## config.mk

```make
export PLATFORM = sky130hd
export DESIGN_NAME = cdb_arbiter_flat
export DESIGN_NICKNAME = d
export VERILOG_FILES = /design/src/rtl/cdb_arbiter_if.sv /design/src/rtl/cdb_arbiter.sv /design/src/flat_wrapper.sv
export SDC_FILE = /design/constraint.sdc
export NUM_CORES = 1
export LEC_CHECK = 0
export ABC_AREA = 1
export CORE_AREA = 2 2 140 142
export DETAILED_ROUTE_END_ITERATION = 16
export DIE_AREA = 0 0 142 144
export DONT_BUFFER_PORTS = 1
export PLACE_DENSITY = 0.48
export SLEW_MARGIN = 10
export SYNTH_ARGS = -nofsm -noshare
export SYNTH_HDL_FRONTEND = slang
export SYNTH_SLANG_ARGS = --single-unit
```

## constraint.sdc

```tcl
create_clock -name clk_i -period 3.3 [get_ports clk_i]
set_input_delay 0.66 -clock clk_i [delete_from_list [all_inputs] [get_ports clk_i]]
set_output_delay 0.66 -clock clk_i [all_outputs]
set_load 0.1 [all_outputs]
```

## src/rtl/cdb_arbiter_if.sv

```systemverilog
// Common data bus port bundle: per-FU completion requests with their tag and
// value, the one-hot grant back to the FUs, the stall/flush controls and the
// registered broadcast. The master side is the FU/ROB environment, the slave
// side is the arbiter.
//
// Handshake: fuReq[n] is a valid, fuGrant[n] is its ready. FU n holds fuReq[n],
// fuTag[n] and fuVal[n] stable until a cycle with fuGrant[n]=1; the transfer
// happens on the rising edge closing that cycle, and the FU may drop the
// request or present a new result from the next cycle on.
interface cdb_arbiter_if #(
    parameter int NUM_FU = 4,
    parameter int TAG_W  = 4
);
    logic [NUM_FU-1:0]             fuReq;
    logic [NUM_FU-1:0][TAG_W-1:0]  fuTag;
    logic [NUM_FU-1:0][64:0]       fuVal;
    logic [NUM_FU-1:0]             fuGrant;
    logic                          cdbStall;
    logic                          flush;
    logic                          cdbValid;
    logic [TAG_W-1:0]              cdbTag;
    logic [64:0]                   cdbVal;
    logic [1:0]                    cdbSrc;
    logic                          tagErr;
    logic [1:0]                    dbg_ptr;   // round-robin pointer, observation only

    modport master (
        output fuReq, fuTag, fuVal, cdbStall, flush,
        input  fuGrant, cdbValid, cdbTag, cdbVal, cdbSrc, tagErr, dbg_ptr
    );

    modport slave (
        input  fuReq, fuTag, fuVal, cdbStall, flush,
        output fuGrant, cdbValid, cdbTag, cdbVal, cdbSrc, tagErr, dbg_ptr
    );
endinterface

```

## src/rtl/cdb_arbiter.sv

```systemverilog
// Round-robin arbiter for the common data bus. Picks at most one completing FU
// per cycle, starting the search at the priority pointer, and broadcasts the
// winner's ROB tag and value one cycle later. Tag 0 is never broadcast; a
// granted tag-0 result is consumed and raises a sticky error flag.
module cdb_arbiter #(
    parameter int NUM_FU     = 4,
    parameter int ROBsize    = 8,
    parameter int ROBsizeLog = $clog2(ROBsize + 1)
) (
    input logic        clk_i,
    input logic        reset_i,
    cdb_arbiter_if.slave bus
);

    logic [1:0]            ptr;
    logic [1:0]            win_idx;
    logic [1:0]            idx;
    logic                  found;
    logic [NUM_FU-1:0]     grant;
    logic [ROBsizeLog-1:0] win_tag;

    // Grant search: first requester at ptr, ptr+1, ... (mod 4); nothing while
    // in reset, stalled or flushing.
    always_comb begin
        grant   = '0;
        win_idx = '0;
        idx     = '0;
        found   = 1'b0;
        if (reset_i && !bus.cdbStall && !bus.flush) begin
            for (int i = 0; i < NUM_FU; i++) begin
                idx = ptr + 2'(i);
                if (!found && bus.fuReq[idx]) begin
                    found        = 1'b1;
                    win_idx      = idx;
                    grant[idx]   = 1'b1;
                end
            end
        end
    end

    assign win_tag     = bus.fuTag[win_idx];
    assign bus.fuGrant = grant;
    assign bus.dbg_ptr = ptr;

    // Pointer and broadcast register; flush beats stall, stall freezes all.
    always_ff @(posedge clk_i or negedge reset_i) begin
        if (!reset_i) begin
            ptr          <= '0;
            bus.cdbValid <= 1'b0;
            bus.cdbTag   <= '0;
            bus.cdbVal   <= '0;
            bus.cdbSrc   <= '0;
            bus.tagErr   <= 1'b0;
        end else if (bus.flush) begin
            ptr          <= '0;
            bus.cdbValid <= 1'b0;
        end else if (!bus.cdbStall) begin
            if (found) begin
                ptr <= win_idx + 2'd1;
                if (win_tag != '0) begin
                    bus.cdbValid <= 1'b1;
                    bus.cdbTag   <= win_tag;
                    bus.cdbVal   <= bus.fuVal[win_idx];
                    bus.cdbSrc   <= win_idx;
                end else begin
                    bus.cdbValid <= 1'b0;
                    bus.tagErr   <= 1'b1;
                end
            end else begin
                bus.cdbValid <= 1'b0;
            end
        end
    end

endmodule

```

## src/flat_wrapper.sv

```systemverilog
// flat-port wrapper written by rule: the top's interface ports become plain ports
module cdb_arbiter_flat 
#(
    parameter int NUM_FU     = 4,
    parameter int ROBsize    = 8,
    parameter int ROBsizeLog = $clog2(ROBsize + 1)
)
  (clk_i, reset_i, bus_fuReq, bus_fuTag, bus_fuVal, bus_cdbStall, bus_flush, bus_fuGrant, bus_cdbValid, bus_cdbTag, bus_cdbVal, bus_cdbSrc, bus_tagErr, bus_dbg_ptr);
  cdb_arbiter_if #(.NUM_FU(NUM_FU), .TAG_W((4))) bus_i ();
  input logic clk_i;
  input logic reset_i;
  input wire logic [$bits(bus_i.fuReq)-1:0] bus_fuReq;
  input wire logic [$bits(bus_i.fuTag)-1:0] bus_fuTag;
  input wire logic [$bits(bus_i.fuVal)-1:0] bus_fuVal;
  input wire logic [$bits(bus_i.cdbStall)-1:0] bus_cdbStall;
  input wire logic [$bits(bus_i.flush)-1:0] bus_flush;
  output wire logic [$bits(bus_i.fuGrant)-1:0] bus_fuGrant;
  output wire logic [$bits(bus_i.cdbValid)-1:0] bus_cdbValid;
  output wire logic [$bits(bus_i.cdbTag)-1:0] bus_cdbTag;
  output wire logic [$bits(bus_i.cdbVal)-1:0] bus_cdbVal;
  output wire logic [$bits(bus_i.cdbSrc)-1:0] bus_cdbSrc;
  output wire logic [$bits(bus_i.tagErr)-1:0] bus_tagErr;
  output wire logic [$bits(bus_i.dbg_ptr)-1:0] bus_dbg_ptr;
  assign bus_i.fuReq = bus_fuReq;
  assign bus_i.fuTag = bus_fuTag;
  assign bus_i.fuVal = bus_fuVal;
  assign bus_i.cdbStall = bus_cdbStall;
  assign bus_i.flush = bus_flush;
  assign bus_fuGrant = bus_i.fuGrant;
  assign bus_cdbValid = bus_i.cdbValid;
  assign bus_cdbTag = bus_i.cdbTag;
  assign bus_cdbVal = bus_i.cdbVal;
  assign bus_cdbSrc = bus_i.cdbSrc;
  assign bus_tagErr = bus_i.tagErr;
  assign bus_dbg_ptr = bus_i.dbg_ptr;
  cdb_arbiter #(.NUM_FU(NUM_FU), .ROBsize(ROBsize), .ROBsizeLog(ROBsizeLog)) u_core (.clk_i(clk_i), .reset_i(reset_i), .bus(bus_i));
endmodule
```

# Word-level counts from Yosys, hierarchy flattened
# Cells that the tools add are included.
[totals]
regBits = 75
inputBits = 284
out_inout_bits = 79
[classes]
n_addsub = 4
n_lt_le_gt_ge = 9
n_eq_ne = 1
muxes = 48
bitwise = 6
n_reduce_logical = 19
[op_table]
columns = ["op", "count"]
rows = [
  ["$bmux W65 S2", 1],
  ["$mux W65", 1],
  ["$mux W4", 9],
  ["$mux W1", 20],
  ["$mux W2", 8],
  ["$lt A2 B3 Y1 const B", 5],
  ["$or A4 B4 Y4", 3],
  ["$logic_and A1 B1 Y1", 9],
  ["$bmux W1 S2", 4],
  ["$bmux W4 S2", 1],
  ["$demux W1 S2", 4],
  ["$ge A2 B1 Y1 const B", 4],
  ["$reduce_and A4 Y1", 2],
  ["$logic_not A1 Y1", 5],
  ["$add A2 B1 Y2 const B", 2],
  ["$add A2 B2 Y2 const B", 2],
  ["$reduce_bool A4 Y1", 1],
  ["$not A1 Y1", 3],
  ["$ne A2 B1 Y1 const B", 1],
  ["$reduce_and A2 Y1", 1],
  ["$reduce_bool A2 Y1", 1],
]

# Depth between registers and ports, before layout
[logic_depth]
ltp_word = 23
mapped_depth = 20
depth_no_buf = 18

# Worst setup path after synthesis
# No wires, ideal clock.
[synth_path]
path_kind = "register -> output"
startpoint = "reg u_core.ptr[1] (netlist: u_core.bus.dbg_ptr[1])"
endpoint = "out bus_fuGrant[0]"
arrival_time_ns = 2.979
required_time_ns = 2.640
slack_ns = -0.339
stages_incl_launch_ff = 13
cell_sequence = "dfrtp_1 inv_2 ha_1 inv_1 nand3_2 nand2_4 nor2_2 inv_1 o22ai_1 a21oi_1 o21ai_0 nand2_1 inv_1"
[synth_via]
elab_chain_cells = 16
word_cells_on_any_way = 54
[synth_lines]
columns = ["item", "line_no", "source"]
rows = [
  ["start, declared", "cdb_arbiter.sv:15", "logic [1:0] ptr;"],
  ["start signal, assigned", "cdb_arbiter.sv:59", "ptr <= win_idx + 2'd1;"],
  ["parallel branches: the longest is 14 deep, another holds $lt A2 B3 Y1", "n/a", ""],
  ["$mux W4 *", "cdb_arbiter.sv:32", "if (!found && bus.fuReq[idx]) begin"],
  ["$mux W4 *", "cdb_arbiter.sv:29", "if (reset_i && !bus.cdbStall && !bus.flush) begin"],
  ["end, declared", "flat_wrapper.sv:17", "output wire logic [$bits(bus_i.fuGrant)-1:0] bus_fuGrant;"],
]
# Every way passes the cells marked *. The select of a mux whose other input is x is not followed.

# Worst setup path in the final report
[layout_path]
startpoint = "reg u_core.ptr[0] (netlist: u_core.bus.dbg_ptr[0])"
endpoint = "out bus_fuGrant[0]"
# The elaborated chain is that of the path after synthesis.

==> impl_results.md <==
- Commonest cells after routing, fill and taps aside: 249 x nand2_1, 130 x nor2_1, 73 x dfrtp_1
- WL final: 21.3 mm
- Kind of end point of the critical path: output pin
- Synth Area in Adders: 1.66%
- Chip width: 142 µm
- Leading area contributor after synthesis: dfrtp_1
- Clock latency on the worst-skew pair: 0.34 ns
- Clock root buffer: clkbuf_16
- Placed cell count: 1,088
- Slew @ Worst Pin: 1.03 ns
- Setup Slack @ Placement: 0.144 ns
- Row cnt: 51
- Worst EP required: 2.64 ns
- Post-synthesis simple-gate area fraction: 43.4%
- Design area: 6620 µm²
- Number of global-route vias before repair: 5,184
- First-pass GRT wire length: 30.2 mm
- TNS Setup: 0 ns
- Sequential fraction of the synthesis area: 31.2%
- Worst-path clk slew: 0.06 ns
- Crit path time final: 2.98 ns
- Via/cell ratio: 5.16
- Worst setup SP type: flop
- Post-synthesis mux area share: 0%
- Longest Clk Path Bufs: 2
- Synth Register Bits: 75
- Die area: 20,400 µm²
- Setup Crit Path Kind: flop to output pin
- Post-synth cell types: 36
- Layout filler cell count: 2,072
- Global Route Usage Sum: 19.3%
- Std-Cell Core Area: 19,100 µm²
- DR WL/cell: 19.2 µm
- Post-route ant nets: 0
- Main combinational cell family by area after synthesis: simple AND/OR/NAND/NOR gates
- Leak: 3.16 nW
- Dpl hpwl: 15.5 mm
- Top-area cell type share of the netlist area: 31.2%
- DR iter-0 viols: 259
- Top cells by area, synth: dfrtp_1 31%, nand2_1 16%, nor2_1 8.1%, o211ai_1 8.1%, nand3_1 5.9%
- Placed inst area: 6230 µm²
- Initial Utilization: 31.5%
- Maximum clock rate: 336 MHz
- GR Overflow Total: 0
- Die height: 144 µm
- Most common cell after layout, fill and taps aside: nand2_1
- Status: complete, no violations
- CP arrival: 2.32 ns
- CTS tree: done
- Post-Synthesis Cell Area: 6020 µm²
- Diodes inserted: 0
- Slew HR: 31.2%
- Post-synthesis compound-gate area fraction: 15.1%
- Final Wtd Congestion: 0.864
- CTS Sinks: 75
- Max cap viols: 0
- Period utilization: 90.3%
- Area grow syn2layout: 10.1%
- Post-Layout Cell Count: 1,106
- Worst clock skew: 0.00897 ns
- Initial antenna violation count: 1
- Mapped Nets: 1,187
- Pwr/cell area: 906 nW/µm²
- Fraction of layout cells with a size suffix above 1: 13.9%
- Synth Area in XOR/XNOR: 0.146%
- HP Class: input port to async pin
- Cts bufs inserted: 9
- Total number of yosys warnings: 0
- Port-buffer cells: 0
- Largest net degree at the start of global routing: 92
- Layout net count: 1,156
- DR vias: 5,707
- H-tree depth: 3
- Pins over their slew limit: 0
- Num ports: 363
- Syn_area_per_cell: 6.72 µm²
- Peak supply drop: 270 µV
- Mapped Cells: 895
- RSZ-0062 raised after global routing: false
- Final WS setup: 0.320 ns
- Final Hold Vio Count: 0
- Drt first pass iters: 4
- Drt drc: 0
- Final setup violation count: 0
- Crit-path max FO: 9
layer usage:
layer | share of wire [%] | wire length [µm] | GRT usage [%]
met2 | 51 | 10800 | 34.0
met5 | 0.061 | 13 | 0
met1 | 41 | 8630 | 23.5
met3 | 7.3 | 1550 | 4.57
met4 | 1.4 | 297 | 5.37
cell usage after synthesis:
| library cell | n |
|---|---|
| a21oi_1 | 4 |
| a22oi_1 | 2 |
| buf_1 | 2 |
| buf_2 | 32 |
| buf_4 | 6 |
| buf_6 | 5 |
| clkbuf_1 | 21 |
| clkinv_1 | 1 |
| clkinv_4 | 1 |
| dfrtp_1 | 75 |
| ha_1 | 8 |
| inv_1 | 35 |
| inv_2 | 2 |
| inv_8 | 1 |
| nand2_1 | 250 |
| nand2_2 | 5 |
| nand2_4 | 5 |
| nand2_8 | 2 |
| nand3_1 | 71 |
| nand3_2 | 14 |
| nand3_4 | 1 |
| nand4_1 | 11 |
| nand4_4 | 1 |
| nor2_1 | 130 |
| nor2_2 | 2 |
| nor2_4 | 2 |
| nor3b_2 | 1 |
| o211ai_1 | 65 |
| o21ai_0 | 68 |
| o21bai_1 | 1 |
| o221ai_1 | 2 |
| o22ai_1 | 2 |
| o31ai_1 | 1 |
| or2_0 | 24 |
| or2_2 | 41 |
| xnor2_1 | 1 |
stage by stage:
| stage | util [%] | power [W] | hold WS (ns) |
|---|---|---|---|
| 2_1_floorplan | - | 0.00454 | 0.364 |
| 3_3_place_gp | 32.7 | 0.00489 | 0.367 |
| 3_5_place_dp | 32.7 | 0.00490 | 0.367 |
| 4_1_cts | 34.6 | 0.00605 | 0.00156 |
| 5_1_grt | 34.7 | 0.00628 | 0.000353 |
| 6_report | 34.7 | 0.00600 | 0.0204 |
critical path, cell delays in order, from the launching register on:
cell	delay, ns
dfrtp_2	0.41
inv_8	0.06
ha_1	0.34
inv_1	0.08
nand3_2	0.09
nand2_4	0.09
nor2_2	0.20
inv_1	0.08
o22ai_1	0.11
a21oi_1	0.06
o21ai_0	0.08
nand2_1	0.11
clkinvlp_4	0.09
buf_12	0.16
sequential cells by signal, summed over array words and instances (netlist names):
name,flops
u_core.bus.dbg_ptr,2
u_core.bus.cdbValid,1
u_core.bus.tagErr,1
u_core.bus.cdbVal,65
u_core.bus.cdbSrc,2
u_core.bus.cdbTag,4
report_power, final:
part           internal [W]  total, W  switching (W)
sequential          0.00117   0.00372        0.00255
clock              0.000735   0.00112       0.000390
combinational      0.000409   0.00115       0.000745
total               0.00231   0.00600        0.00369
cells by family after synthesis:
group           count (synthesis)
compound gates                145
fa+ha+maj                       8
buf+inv                       106
simple gates                  560
flops                          75
xor+xnor                        1
timing repair:
item / CTS / global route
hold buffers: 2 / 0
hold endpoints to repair: 24 / 0
buffers inserted: 0 / 0
endpoints found under the setup margin: 0 / 72
gates resized for setup: 0 / 4
area by class of cell:
class,count,area [µm²],area share [%]
Clock buffer,10,229,3.46
Clock inverter,5,104,1.57
Inverter,40,174,2.63
Multi-Input combinational cell,715,3660,55.2
Sequential cell,75,1880,28.4
Tap cell,238,298,4.50
Timing Repair Buffer,23,283,4.27
final timing paths:
check,start,to,slack [ns],depth (start not counted)
max reg2reg,u_core.bus.dbg_ptr[0],u_core.bus.cdbSrc[0],0.34,17
min,reset_i,u_core.bus.cdbVal[39],0.02,0
min reg2reg,u_core.bus.dbg_ptr[1],u_core.bus.dbg_ptr[1],0.74,3
max,u_core.bus.dbg_ptr[0],bus_fuGrant[0],0.32,13
min in group clk_i,bus_flush,u_core.bus.dbg_ptr[1],0.41,1
max in group asynchronous,reset_i,u_core.bus.dbg_ptr[0],1.85,1
Power figures use the tool's default switching activity.
